**src/rtl/attn_value_mixer.sv**
```systemverilog
// Attention value mixer: latches one softmax probability vector, accumulates p[i]*V[i][d]
// over VECTOR_LEN value rows and emits a rounded, saturated Q8.8 context vector.
module attn_value_mixer #(
    parameter int VECTOR_LEN = 4,
    parameter int HEAD_DIM   = 4,
    parameter int DATA_WIDTH = 16
) (
    input  logic                             clk,
    input  logic                             rst,
    input  logic                             prob_valid,
    input  logic [VECTOR_LEN*8-1:0]          prob_in,
    output logic                             prob_ready,
    input  logic                             v_valid,
    input  logic [HEAD_DIM*DATA_WIDTH-1:0]   v_in,
    output logic                             v_ready,
    output logic [HEAD_DIM*DATA_WIDTH-1:0]   out_vec,
    output logic                             valid_out
);

    localparam int unsigned DW     = DATA_WIDTH;
    localparam int unsigned PROD_W = DW + 9;
    localparam int unsigned ACC_W  = DW + 9 + $clog2(VECTOR_LEN);
    localparam int unsigned IDX_W  = (VECTOR_LEN > 1) ? $clog2(VECTOR_LEN) : 1;

    localparam logic [1:0] IDLE  = 2'd0;
    localparam logic [1:0] ACCUM = 2'd1;
    localparam logic [1:0] DONE  = 2'd2;

    localparam logic signed [ACC_W-1:0] SAT_HI = {{(ACC_W-DW+1){1'b0}}, {(DW-1){1'b1}}};
    localparam logic signed [ACC_W-1:0] SAT_LO = {{(ACC_W-DW+1){1'b1}}, {(DW-1){1'b0}}};

    logic [1:0]              state;
    logic [1:0]              state_nxt;
    logic [7:0]              prob_q [VECTOR_LEN];
    logic signed [ACC_W-1:0] acc    [HEAD_DIM];
    logic [IDX_W-1:0]        row_idx;

    logic                     last_row_c;
    logic signed [8:0]        p_ext_c;
    logic signed [PROD_W-1:0] prod_c [HEAD_DIM];
    logic [HEAD_DIM*DW-1:0]   res_c;

    assign last_row_c = (row_idx == IDX_W'(VECTOR_LEN - 1));

    // State register
    always_ff @(posedge clk or posedge rst) begin
        if (rst) state <= IDLE;
        else     state <= state_nxt;
    end

    // Next-state logic
    always_comb begin
        state_nxt = state;
        case (state)
            IDLE:    if (prob_valid) state_nxt = ACCUM;
            ACCUM:   if (v_valid && last_row_c) state_nxt = DONE;
            DONE:    state_nxt = IDLE;
            default: state_nxt = IDLE;
        endcase
    end

    // One Q0.8 x Q8.8 product per output lane, probability zero-extended to stay positive
    always_comb begin
        p_ext_c = $signed({1'b0, prob_q[row_idx]});
        for (int d = 0; d < HEAD_DIM; d++) begin
            prod_c[d] = PROD_W'(p_ext_c) * PROD_W'($signed(v_in[d*DW +: DW]));
        end
    end

    // Round half toward +inf, then clamp to the Q8.8 range
    always_comb begin
        logic signed [ACC_W-1:0] rnd;
        rnd   = '0;
        res_c = '0;
        for (int d = 0; d < HEAD_DIM; d++) begin
            rnd = (acc[d] + $signed(ACC_W'(128))) >>> 8;
            if (rnd > SAT_HI)      res_c[d*DW +: DW] = SAT_HI[DW-1:0];
            else if (rnd < SAT_LO) res_c[d*DW +: DW] = SAT_LO[DW-1:0];
            else                   res_c[d*DW +: DW] = rnd[DW-1:0];
        end
    end

    // Datapath and registered handshake outputs
    always_ff @(posedge clk or posedge rst) begin
        if (rst) begin
            row_idx    <= '0;
            out_vec    <= '0;
            valid_out  <= 1'b0;
            prob_ready <= 1'b1;
            v_ready    <= 1'b0;
            for (int i = 0; i < VECTOR_LEN; i++) prob_q[i] <= '0;
            for (int d = 0; d < HEAD_DIM; d++)   acc[d]    <= '0;
        end else begin
            valid_out <= 1'b0;
            case (state)
                IDLE: begin
                    if (prob_valid) begin
                        for (int i = 0; i < VECTOR_LEN; i++) prob_q[i] <= prob_in[i*8 +: 8];
                        for (int d = 0; d < HEAD_DIM; d++)   acc[d]    <= '0;
                        row_idx    <= '0;
                        prob_ready <= 1'b0;
                        v_ready    <= 1'b1;
                    end
                end
                ACCUM: begin
                    if (v_valid) begin
                        for (int d = 0; d < HEAD_DIM; d++) acc[d] <= acc[d] + ACC_W'(prod_c[d]);
                        row_idx <= row_idx + IDX_W'(1);
                        if (last_row_c) v_ready <= 1'b0;
                    end
                end
                DONE: begin
                    out_vec    <= res_c;
                    valid_out  <= 1'b1;
                    prob_ready <= 1'b1;
                end
                default: ;
            endcase
        end
    end

endmodule

```
**config.mk**
```make
export PLATFORM = sky130hd
export DESIGN_NAME = attn_value_mixer
export DESIGN_NICKNAME = d
export VERILOG_FILES = /design/src/rtl/attn_value_mixer.sv
export SDC_FILE = /design/constraint.sdc
export NUM_CORES = 2
export LEC_CHECK = 0
export CAP_MARGIN = 15
export CORE_ASPECT_RATIO = 0.75
export CORE_MARGIN = 3
export CORE_UTILIZATION = 50
export CTS_CLUSTER_DIAMETER = 40
export DETAILED_ROUTE_END_ITERATION = 12
export HOLD_SLACK_MARGIN = 0.02
export PLACE_DENSITY = 0.76
export SKIP_LAST_GASP = 1
export SLEW_MARGIN = 20
export SYNTH_ARGS = -nofsm -noshare
export SYNTH_HDL_FRONTEND = slang
export SYNTH_SLANG_ARGS = --single-unit
```
**constraint.sdc**
```tcl
create_clock -name clk -period 13.8 [get_ports clk]
set_clock_uncertainty 0.2 [all_clocks]
set_input_delay 2.76 -clock clk [delete_from_list [all_inputs] [get_ports clk]]
set_output_delay 2.76 -clock clk [all_outputs]
set_load 0.05 [all_outputs]
```
# Yosys cells after proc, flatten, opt, wreduce, memory -nomap -nowiden
# Cells that the tools add are included.
dict set report classes {
  n_addsub 9
  multipliers 4
  order_cmp 9
  eq_ne 7
  muxes 27
  bitwise_logic 1
  reduce_logical 9
}
# operator count
set ops {}
lappend ops {{$mux 108} 2}
lappend ops {{$pmux 108 s2} 1}
lappend ops {{$mux 16} 8}
lappend ops {{$add 27x25->27} 4}
lappend ops {{$add 27x9->27 const B} 4}
lappend ops {{$mul 9x16->25} 4}
lappend ops {{$gt 19x16->1 const B} 4}
lappend ops {{$lt 19x16->1 const B} 4}
lappend ops {{$bmux 8 s2} 1}
lappend ops {{$mux 8} 2}
lappend ops {{$mux 2} 4}
lappend ops {{$ne 2x2->1 const B} 4}
lappend ops {{$pmux 2 s2} 2}
lappend ops {{$reduce_and 2->1} 3}
lappend ops {{$mux 1} 5}
lappend ops {{$eq 2x2->1 const B} 2}
lappend ops {{$pmux 1 s2} 2}
lappend ops {{$reduce_and 4->1} 1}
lappend ops {{$reduce_bool 2->1} 2}
lappend ops {{$ge 3x3->1 const B} 1}
lappend ops {{$not 2->3} 1}
lappend ops {{$reduce_and 3->1} 1}
lappend ops {{$add 2x1->2 const B} 1}
lappend ops {{$eq 2x1->1 const B} 1}
lappend ops {{2 further kinds} 2}
dict set report totals {
  reg_bits 211
  input_bits 100
  out_inout_bits 67
  wordCells 80
}

# Logic depth before layout (Yosys ltp)
dict set report depth {
  word_depth 8
  depth_mapped 26
  mapped_depth_nobuf 22
}

# Least setup slack after synthesis
# No wires, ideal clock.
dict set report synth_path {
  kind {input to register}
  startpoint {input port v_in[7]}
  endpoint {register acc[105] (netlist name)}
  setup_time_ps 133
  t_arrival_ps 7734
  required_ps 13467
  slack_ps 5733
  path_stages 21
  n_path_buf 0
  path_cell_list {nand2_1 fa_1 inv_1 fa_1 inv_1 fa_1 inv_1 fa_1 inv_1 fa_1 inv_1 ha_1 and3_1 o211ai_1 o21ai_0 o41ai_1 o21ai_0 a311o_1 a21oi_1 xor2_1 o21ai_0}
}
dict set report synth_between {
  elab_chain_len 4
}
# item line_no
set synth_lines {}
lappend synth_lines {{from (decl)} 14} ;# input logic [HEAD_DIM*DATA_WIDTH-1:0] v_in,
lappend synth_lines {{$mul 9x16->25} 66} ;# prod_c[d] = PROD_W'(p_ext_c) * PROD_W'($signed(v_in[d*DW +: DW]));
lappend synth_lines {{$add 27x25->27} 107} ;# for (int d = 0; d < HEAD_DIM; d++) acc[d] <= acc[d] + ACC_W'(prod_c[d]);
lappend synth_lines {{$mux 108} 106} ;# if (v_valid) begin
lappend synth_lines {{$pmux 108 s2} 95} ;# case (state)
lappend synth_lines {{to (decl)} 35} ;# logic signed [ACC_W-1:0] acc [HEAD_DIM];
# No other way between the ends. The select of a mux whose other input is x is not followed.
# A chain may end at the register's enable or synchronous reset.

# Worst setup path after layout
# Same ends and word-level chain as after synthesis.

==> out/results.ini <==
[hold_path]
hp-class = flip-flop to flip-flop

[logic_synthesis]
ys_ff_latch = 211
syn_avg_cell_area_um2 = 9.008
synth_cells = 3493
ys_seq_area_share_pct = 16.78
ys_warn_count = 0
synth-main-ff-cell = dfrtp_1
synth_edf_count = 0
synthDistinctLibCells = 73
synth_nets = 4342
ys_async_sr_fraction_pct = 100.0
synthesis.area_um2 = 31470

[sta]
fin_crit_sh_pct = 63.97
tightestPinTransition_ns = 0.9363
timing.fmax_mhz = 113.3
setup_viol = 0
slew_headroom_pct = 37.45
drv_slew = 0
fin_setup_tns_ns = 0
period_needed_ns = 8.828
grt_setup_unrepaired = false
hold_viol = 0

[drt]
vias_per_cell = 5.323
vias = 23580
totalWireLength_um = 74160
avgRoutedWirePerCell_um = 16.74
initialDrtViolationCount = 1552
drcViolationCount = 0
antenna_left = 0
drt_first_pass_iters = 5

[layout]
multi_input_comb_area_um2 = 23040
n_antenna_cell = 0
final_cell_mix = inv_1, fa_1, nand2_1
fin_area_um2 = 35270
nFillCells = 5371
nNetsFinal = 4444
regArea_um2 = 5281
drive_above_1_share_pct = 4.822
area_growth_pct = 12.10
final_common_cell = inv_1

[setup_path]
crit_arrival_ns = 9.03
cp-end-kind = flip-flop
worst_ep_required_time_ns = 14.01
path_class = primary input to flip-flop
cp_max_fo = 8
crit_path_start_kind = primary input

[grt]
grt_max_degree = 86
antenna_found_initial = 2
grt_pass1_wl_um = 126300
track_usage_pct = 23.57
grt_overflow = 0
grt_pass1_vias = 24420

[die]
num_rows = 78
die_x_um = 295.7
core_um2 = 61390
die_h_um = 223.3
start_util_pct = 51.26
ios = 167
die-area_um2 = 66010

[job]
cap_violations = 0

[placement]
port_buffers = 166
gp_congestion = 0.9018
placed_area_um2 = 33800
hpwl_um = 56900

[clock_tree]
cts_root_buffer = clkbuf_16
cts_setup_buffers = 0
cts_max_level = 2
cts_inserted_buffers = 42
worstSkewPairLatency_ns = 0.58
cts.path.max_buffers = 3
clk_pin_slew_ns = 0.05
postCtsResizedCells = 0
hold_buffers = 0
cts_tree = built
cts_sinks = 211

[outcome]
status = completed

==> critical path: stages <==
cell and delay, ns:
clkdlybuf4s50_1 0.63, nand2_1 0.13, fa_1 0.56, inv_1 0.06, fa_1 0.49, inv_1 0.05
fa_1 0.53, inv_1 0.05, fa_1 0.47, inv_1 0.05, fa_1 0.48, inv_1 0.04
ha_1 0.34, and3_1 0.26, o211ai_1 0.11, o21ai_0 0.15, o41ai_1 0.63, o21ai_0 0.43
a311o_1 0.41, a21oi_1 0.17, xor2_1 0.14, o21ai_0 0.08
==> state kept, by name, summed over array words and instances (netlist names) <==
name	cells
v_ready	1
acc	108
out_vec	64
state	2
prob_ready	1
prob_q	32
row_idx	2
valid_out	1
==> worst paths after layout <==
path	depth (start not counted)	to	from	slack, ns
max	22	acc[105]	v_in[7]	4.97
min	2	out_vec[53]	out_vec[53]	0.27
max reg2reg	24	acc[105]	row_idx[0]	5.83
min reg2reg	2	out_vec[53]	out_vec[53]	0.27
max in group asynchronous	4	out_vec[35]	rst	8.73
min in group asynchronous	2	out_vec[11]	rst	2.51
==> cell type report <==
type | instances | share of cell area (%)
inverter | 716 | 7.641
clock inverter | 32 | 0.9932
multi-input combinational | 2440 | 65.32
timing repair buffer | 184 | 5.094
tap | 800 | 2.838
clock buffer | 46 | 3.139
sequential | 211 | 14.97
==> routing by layer <==
| layer | wire length [um] | track usage, % | vias to the layer above |
|---|---|---|---|
| li1 | - | - | 11070 |
| met1 | 34240 | 34.60 | 11700 |
| met2 | 33380 | 36.71 | 723 |
| met3 | 5465 | 4.319 | 79 |
| met4 | 1061 | 4.754 | 2 |
| met5 | 13 | 0 | - |
==> logic make-up after synthesis <==
kind of cell | Yosys count | synth area share (%)
DFF | 211 | 16.78
buffers and inverters | 842 | 10.11
and+or+nand+nor | 1010 | 15.53
AOI/OAI and AO/OA | 487 | 9.647
xor gates and xnor gates | 151 | 4.203
adders and majority gates | 749 | 41.90
muxes | 43 | 1.821
==> synthesized netlist by cell type (38+ instances only) <==
cell type  number  area (um^2)
inv_1         714         2680
fa_1          508        10170
nand2_1       456         1712
and2_1        292         1827
ha_1          241         3015
dfrtp_1       210         5255
o21ai_0       189        945.9
clkbuf_1      117        439.2
a21oi_1       106        530.5
xnor2_1       102        893.4
nor2_1         86        322.8
nand3_1        53        265.3
xor2_1         49        429.2
a21o_1         38        285.3
==> through the flow <==
step / hold slack [ns] / utilization, % / std cells / worst slack (ns)
floorplan: 0.2498 / - / 3493 / 5.076
global placement: 0.2620 / 55.06 / 4351 / 4.523
detailed placement: 0.2695 / 55.06 / 4351 / 4.493
CTS: 0.2812 / 57.44 / 4429 / 5.062
global route: 0.3089 / 57.46 / 4429 / 4.390
finish: 0.2732 / 57.46 / 4429 / 4.972
Power is left out: the tool's default activity adds up to more than one toggle a clock period on the data nets, which glitch-free logic cannot reach.
